--- config.mk ---
export PLATFORM = sky130hd
export DESIGN_NAME = imem_boot_loader
export DESIGN_NICKNAME = d
export VERILOG_FILES = /design/src/rtl/imem_boot_loader.sv
export SDC_FILE = /design/constraint.sdc
export NUM_CORES = 1
export LEC_CHECK = 0
export ABC_AREA = 0
export CAP_MARGIN = 20
export CORE_MARGIN = 2
export CORE_UTILIZATION = 35
export CTS_CLUSTER_DIAMETER = 80
export DETAILED_ROUTE_END_ITERATION = 6
export PLACE_DENSITY = 0.55
export SYNTH_ARGS = -nofsm -noshare
export SYNTH_HDL_FRONTEND = slang
export SYNTH_SLANG_ARGS = --single-unit
--- constraint.sdc ---
create_clock -name clk -period 4 [get_ports clk]
set_clock_uncertainty 0.1 [all_clocks]
set_input_delay 0.4 -clock clk [delete_from_list [all_inputs] [get_ports clk]]
set_output_delay 0.4 -clock clk [all_outputs]
set_load 0.005 [all_outputs]
--- src/rtl/imem_boot_loader.sv ---
// Boot loader: takes a length-prefixed byte image, writes big-endian words into
// instruction memory and holds the core in reset until the image checksum verifies.
module imem_boot_loader #(
    parameter int ADDR_W    = 8,
    parameter int BASE_ADDR = 0
) (
    input  logic              clk,
    input  logic              rst,
    input  logic              start,
    input  logic [7:0]        rx_data,
    input  logic              rx_valid,
    output logic              rx_ready,
    output logic              imem_we,
    output logic [ADDR_W-1:0] imem_addr,
    output logic [31:0]       imem_wdata,
    output logic              core_rst,
    output logic              load_done,
    output logic              load_err,
    output logic [ADDR_W:0]   words_loaded
);

    typedef enum logic [2:0] {
        HDR_HI,
        HDR_LO,
        DATA,
        CKSUM,
        DONE,
        ERROR
    } state_t;

    localparam logic [ADDR_W-1:0] BASE     = ADDR_W'(BASE_ADDR);
    localparam logic [31:0]       CAPACITY = 32'd1 << ADDR_W;

    state_t              state_q, state_d;
    logic [15:0]         n_q, n_d;
    logic [23:0]         word_q, word_d;
    logic [1:0]          byte_idx_q, byte_idx_d;
    logic [7:0]          cksum_q, cksum_d;
    logic                rx_ready_q, rx_ready_d;
    logic                imem_we_q, imem_we_d;
    logic [ADDR_W-1:0]   imem_addr_q, imem_addr_d;
    logic [31:0]         imem_wdata_q, imem_wdata_d;
    logic                core_rst_q, core_rst_d;
    logic                load_done_q, load_done_d;
    logic                load_err_q, load_err_d;
    logic [ADDR_W:0]     words_loaded_q, words_loaded_d;

    logic                accept;
    logic [15:0]         n_rx;

    assign accept = rx_valid && rx_ready_q;
    assign n_rx   = {n_q[15:8], rx_data};

    always_comb begin
        state_d        = state_q;
        n_d            = n_q;
        word_d         = word_q;
        byte_idx_d     = byte_idx_q;
        cksum_d        = cksum_q;
        imem_we_d      = 1'b0;
        imem_addr_d    = imem_addr_q;
        imem_wdata_d   = imem_wdata_q;
        core_rst_d     = core_rst_q;
        load_done_d    = load_done_q;
        load_err_d     = load_err_q;
        words_loaded_d = words_loaded_q;

        case (state_q)
            HDR_HI: begin
                if (accept) begin
                    n_d[15:8] = rx_data;
                    state_d   = HDR_LO;
                end
            end
            HDR_LO: begin
                if (accept) begin
                    n_d        = n_rx;
                    byte_idx_d = 2'd0;
                    if ({16'd0, n_rx} > CAPACITY) begin
                        state_d    = ERROR;
                        load_err_d = 1'b1;
                    end else if (n_rx == 16'd0) begin
                        state_d = CKSUM;
                    end else begin
                        state_d = DATA;
                    end
                end
            end
            DATA: begin
                if (accept) begin
                    cksum_d    = cksum_q ^ rx_data;
                    byte_idx_d = byte_idx_q + 2'd1;
                    if (byte_idx_q == 2'd3) begin
                        // Fourth byte completes the word; the write lands next cycle.
                        imem_we_d      = 1'b1;
                        imem_wdata_d   = {word_q, rx_data};
                        imem_addr_d    = BASE + words_loaded_q[ADDR_W-1:0];
                        words_loaded_d = words_loaded_q + (ADDR_W+1)'(1);
                        if (32'(words_loaded_q) + 32'd1 == {16'd0, n_q}) begin
                            state_d = CKSUM;
                        end
                    end else begin
                        word_d = {word_q[15:0], rx_data};
                    end
                end
            end
            CKSUM: begin
                if (accept) begin
                    if (rx_data == cksum_q) begin
                        state_d     = DONE;
                        load_done_d = 1'b1;
                        core_rst_d  = 1'b0;
                    end else begin
                        state_d    = ERROR;
                        load_err_d = 1'b1;
                    end
                end
            end
            DONE, ERROR: begin
                if (start) begin
                    state_d        = HDR_HI;
                    byte_idx_d     = 2'd0;
                    cksum_d        = 8'd0;
                    words_loaded_d = '0;
                    load_done_d    = 1'b0;
                    load_err_d     = 1'b0;
                    core_rst_d     = 1'b1;
                end
            end
            default: ;
        endcase

        rx_ready_d = (state_d == HDR_HI) || (state_d == HDR_LO) ||
                     (state_d == DATA)   || (state_d == CKSUM);
    end

    always_ff @(posedge clk) begin
        if (rst) begin
            state_q        <= HDR_HI;
            n_q            <= 16'd0;
            word_q         <= 24'd0;
            byte_idx_q     <= 2'd0;
            cksum_q        <= 8'd0;
            rx_ready_q     <= 1'b0;
            imem_we_q      <= 1'b0;
            imem_addr_q    <= BASE;
            imem_wdata_q   <= 32'd0;
            core_rst_q     <= 1'b1;
            load_done_q    <= 1'b0;
            load_err_q     <= 1'b0;
            words_loaded_q <= '0;
        end else begin
            state_q        <= state_d;
            n_q            <= n_d;
            word_q         <= word_d;
            byte_idx_q     <= byte_idx_d;
            cksum_q        <= cksum_d;
            rx_ready_q     <= rx_ready_d;
            imem_we_q      <= imem_we_d;
            imem_addr_q    <= imem_addr_d;
            imem_wdata_q   <= imem_wdata_d;
            core_rst_q     <= core_rst_d;
            load_done_q    <= load_done_d;
            load_err_q     <= load_err_d;
            words_loaded_q <= words_loaded_d;
        end
    end

    assign rx_ready     = rx_ready_q;
    assign imem_we      = imem_we_q;
    assign imem_addr    = imem_addr_q;
    assign imem_wdata   = imem_wdata_q;
    assign core_rst     = core_rst_q;
    assign load_done    = load_done_q;
    assign load_err     = load_err_q;
    assign words_loaded = words_loaded_q;

endmodule
== Word-level counts from Yosys, hierarchy flattened ==
Index checks and enable logic that the tools add are counted.

* Add/subtract/negate cells: 3
* $lt $le $gt $ge: 1
* Equality and inequality tests: 19
* Muxes and demuxes: 38
* Bitwise operators: 5
* Reductions and logical operators: 22

{| class="wikitable"
|+ Operator list
! operator !! count
|-
| one-hot mux 8 bit (2 select lines) || 2
|-
| 2-to-1 mux 9 bit || 3
|-
| 2-to-1 mux 3 bit || 8
|-
| 2-to-1 mux 8 bit || 3
|-
| one-hot mux 9 bit (2 select lines) || 1
|-
| equality test 10 x 16 -> 1 bit || 1
|-
| > comparator 16 x 9 -> 1 bit (second input constant) || 1
|-
| logical NOT 16 bit || 1
|-
| inequality test 2 bit (second input constant) || 8
|-
| one-hot mux 3 bit (5 select lines) || 1
|-
| 2-to-1 mux 1 bit || 13
|-
| equality test 3 x 2 -> 1 bit (second input constant) || 4
|-
| AND reduction 3 bit || 4
|-
| AND reduction 4 bit || 3
|-
| adder 9 x 1 -> 10 bit (second input constant) || 1
|-
| adder 9 x 1 -> 9 bit (second input constant) || 1
|-
| equality test 8 bit || 1
|-
| XOR 8 bit || 1
|-
| equality test 3 x 1 -> 1 bit (second input constant) || 2
|-
| equality test 3 bit (second input constant) || 2
|-
| logical NOT 3 bit || 2
|-
| 2-to-1 mux 2 bit || 3
|-
| one-hot mux 2 bit (3 select lines) || 1
|-
| AND reduction 6 bit || 1
|-
| other kinds (12) || 20
|}

* Register bits after elaboration: 107
* Bits of input ports: 12
* Output and inout port bits: 54
* Word-level logic and storage cells: 102

== Longest topological paths before layout ==
* Word-level depth: 10
* Gate-level depth with buffers: 8
* Gate-level depth less buffers: 6

== Worst setup path before layout ==
OpenSTA, ideal clock, no wires.

* Path type: input -> register
* Start point: input rx_data[3]
* End point: register core_rst_q, in the netlist core_rst
* Arrival time: 1.611 ns
* Required time: 3.786 ns
* Path slack: 2.175 ns
* Cell stages on the path: 6
* Path buffers: 1
* Path through: buf_2 xor2_1 nor4_2 nand3_1 or3_1 a21o_1

* Cells in the longest elaborated chain, start to end: 3

{| class="wikitable"
|+ RTL lines
! item !! RTL line !! source
|-
| from (decl) || 10 || <nowiki>input logic [7:0] rx_data,</nowiki>
|-
| equality test 8 bit || 109 || <nowiki>if (rx_data == cksum_q) begin</nowiki>
|-
| inequality test 2 bit (no line) || - ||
|-
| AND reduction 4 bit (no line) || - ||
|-
| to (signal assigned) || 162 || <nowiki>core_rst_q <= core_rst_d;</nowiki>
|-
| to (decl) || 43 || <nowiki>logic core_rst_q, core_rst_d;</nowiki>
|}

Every way passes these cells.
A chain may end at the register's enable or synchronous reset.

==> out/results.ini <==
[cts]
clkTransAtPathRegs_ns=0.07
postCtsSetupRepairBufs=0
cts_sinks=107
clock_latency_ns=0.35
cts_tree=built
hold_buffers=0
cts_max_level=3
cts_made_buffers=9
cts-root-buf=clkbuf_16
cts-resized-gates=0
clk_path_buf_depth=2

[drt]
routed_via_density=5.03
wl_um=11200
routedWlPerCell_um=14.3
dr.first_iter.drc_count=170
first_pass_iters=4
vias=3958
drtAntennaViolNets=0
drc=0

[grt]
grt_pass1_vias=3736
grt.overflow.total=0
grt_max_degree=62
grt_use_total_pct=16.3
antenna_found_initial=0
grt_pass1_wl_um=18500

[timing]
maxSlewHeadroom_pct=38.5
min_period_over_period_pct=59.9
fin_ws_ns=1.61
hold_viol_final=0
rsz0062_at_grt=no
setup_violations=0
fin_tns_setup_ns=0
slew_violations=0
min_period_ns=2.39
worst_pin_slew_ns=0.921
fmax_mhz=418

[worst_setup_path]
worstSetupPathType=reg2reg
crit_fanout=52
worstSetupEndpointType=flop
start_kind=flop
cp.required_ns=4.19
arrival_ns=2.58
reg2regPathDepth=4

[placement]
dp_slack_ns=1.24
routabilityCongestion=0.733
port_buffers=65
place_area_um2=5230
detailedPlacementHpwl_um=7350

[yosys]
ys.flop_type=dfxtp_1
ys_types=54
seq_area_frac_synth_pct=47.0
syn_nets=593
syn-cell-area_um2=4560
yosysWarnings=0
async_flop_share_pct=0
yosys-top-cells-area=dfxtp_1 (47%), nand2_1 (12%), a21oi_1 (11%), nor2_1 (3.1%), o21ai_0 (2.6%)
synth_top_area_cell=dfxtp_1
synth_edf_count=0
synth_area_per_cell_um2=7.87
synth_top_area_share_pct=47.0
synth_cells=579
synth-seq-cells=107

[hold_path]
hold_path.startpoint=imem_addr[3]$_SDFFE_PP0P_
min_path_cells=2
hold_path_class=reg2reg

[cells_and_area]
syn_to_final_growth_pct=21.0
regArea_um2=2140
fillers=1299
multiInputGateArea_um2=2180
final_nets=624
antenna_cells=0
drive_gt1_share_pct=4.39
final_area_um2=5510

[floorplan]
die-area_um2=13900
num_rows=41
initial_utilization_pct=36.0
die_x_um=118
core_area_um2=12700
ios=66
die_y_um=118

[job]
maxCapViolations=0

[power_and_ir_drop]
p_per_area_nw_per_um2=370
p_leak_nw=1.83
max-vdd-ir-drop_v=0.000172

[run_status]
status=completed

power by group:
part	switching (mW)	leakage [nW]	total, mW	internal, mW
registers	0.0101	0.863	1.08	1.07
clock network	0.414	0.134	0.860	0.446
logic	0.0630	0.838	0.0979	0.0349
cell families (layout without fill, tap and decap cells):
kind of cell             count (synthesis)  in the layout  share of synthesized area (%)
AND/OR/NAND/NOR                        244            244                           24.5
buffers and inverters                   54             90                           5.19
multiplexers                             9              9                           1.98
XOR/XNOR                                17             17                           3.27
adder cells (fa/ha/maj)                  2              2                          0.549
flip-flops                             107            107                           47.0
AO/OA/AOI/OAI                          146            146                           17.5
worst paths after layout:
check | slack [ns] | to
worst min register to register | 0.36 | imem_addr[3]$_SDFFE_PP0P_
worst min-delay path | 0.36 | imem_addr[3]$_SDFFE_PP0P_
worst max register to register | 1.61 | words_loaded[6]$_SDFFE_PP0P_
worst max-delay path | 1.61 | words_loaded[6]$_SDFFE_PP0P_
registers in the layout, indices dropped and copies added (netlist names), named ones only:
register      cells
byte_idx_q        2
imem_addr         8
word_q           24
core_rst          1
imem_we           1
cksum_q           8
words_loaded      9
rx_ready          1
imem_wdata       32
load_err          1
load_done         1
n_q              16
worst max-delay path: stages (launching register included):
cell and delay (ns):
dfxtp_1 0.65, and2b_1 0.29, nand3_4 0.46, or4_1 0.66, a21oi_1 0.14
per-stage QoR:
stage	cells	power [mW]	util (%)	hold slack, ns
after floorplan	579	1.18	-	0.332
after global placement	770	1.20	41.3	0.342
after detailed placement	771	1.21	41.3	0.349
after CTS	787	2.06	43.5	0.359
after global routing	787	2.11	43.5	0.374
final	787	2.04	43.5	0.355
final cells by class:
class,instances,share of cell area [%]
flip-flops and latches,107,38.8
clock buffers,12,4.47
inverters,4,0.272
repair buffers,70,12.4
clock inverters,4,0.613
multi-input cells,418,39.5
well taps,172,3.90
synth_stat cells (all sizes together) (2+ instances only):
cell and n:
nor3b 2, buf 20, nand2b 2, nand3 7, inv 4, nand3b 11, mux2i 9, nor2 39
xnor2 4, a31oi 3, or4 2, ha 2, dfxtp 107, or3 5, o2111ai 2, and3 3
nor3 5, a21o 2, nor4 4, a21oi 99, o21ai 24, clkbuf 30, nand2 148, xor2 13
a211oi 4, and4 2, nand4 3, nand4b 5, a22oi 2
placed cells by master (no fill, tap or decap), types with 3 or more instances in the layout:
master,n
nor2_1,38
nor4_1,3
dfxtp_1,107
xor2_1,13
buf_4,5
nand4b_1,5
nand2_1,147
a31oi_1,3
nand3b_1,11
clkbuf_16,9
o21ai_0,24
xnor2_1,4
or3_1,5
a211oi_1,4
nand4_1,3
inv_1,4
clkdlybuf4s50_1,64
a21oi_1,99
mux2i_1,9
nand3_1,6
and3_1,3
nor3_1,5
routing by layer:
metal | global-route usage [%] | vias up | part of all wire, % | wire length [µm]
met4 | 7.68 | 0 | 1.9 | 217
li1 | - | 2032 | - | -
met2 | 25.4 | 81 | 45 | 5090
met1 | 21.9 | 1831 | 48 | 5420
met5 | 0 | - | 0 | 0
met3 | 2.71 | 14 | 4.6 | 521
No activity file was read; power rests on OpenSTA's default activity.
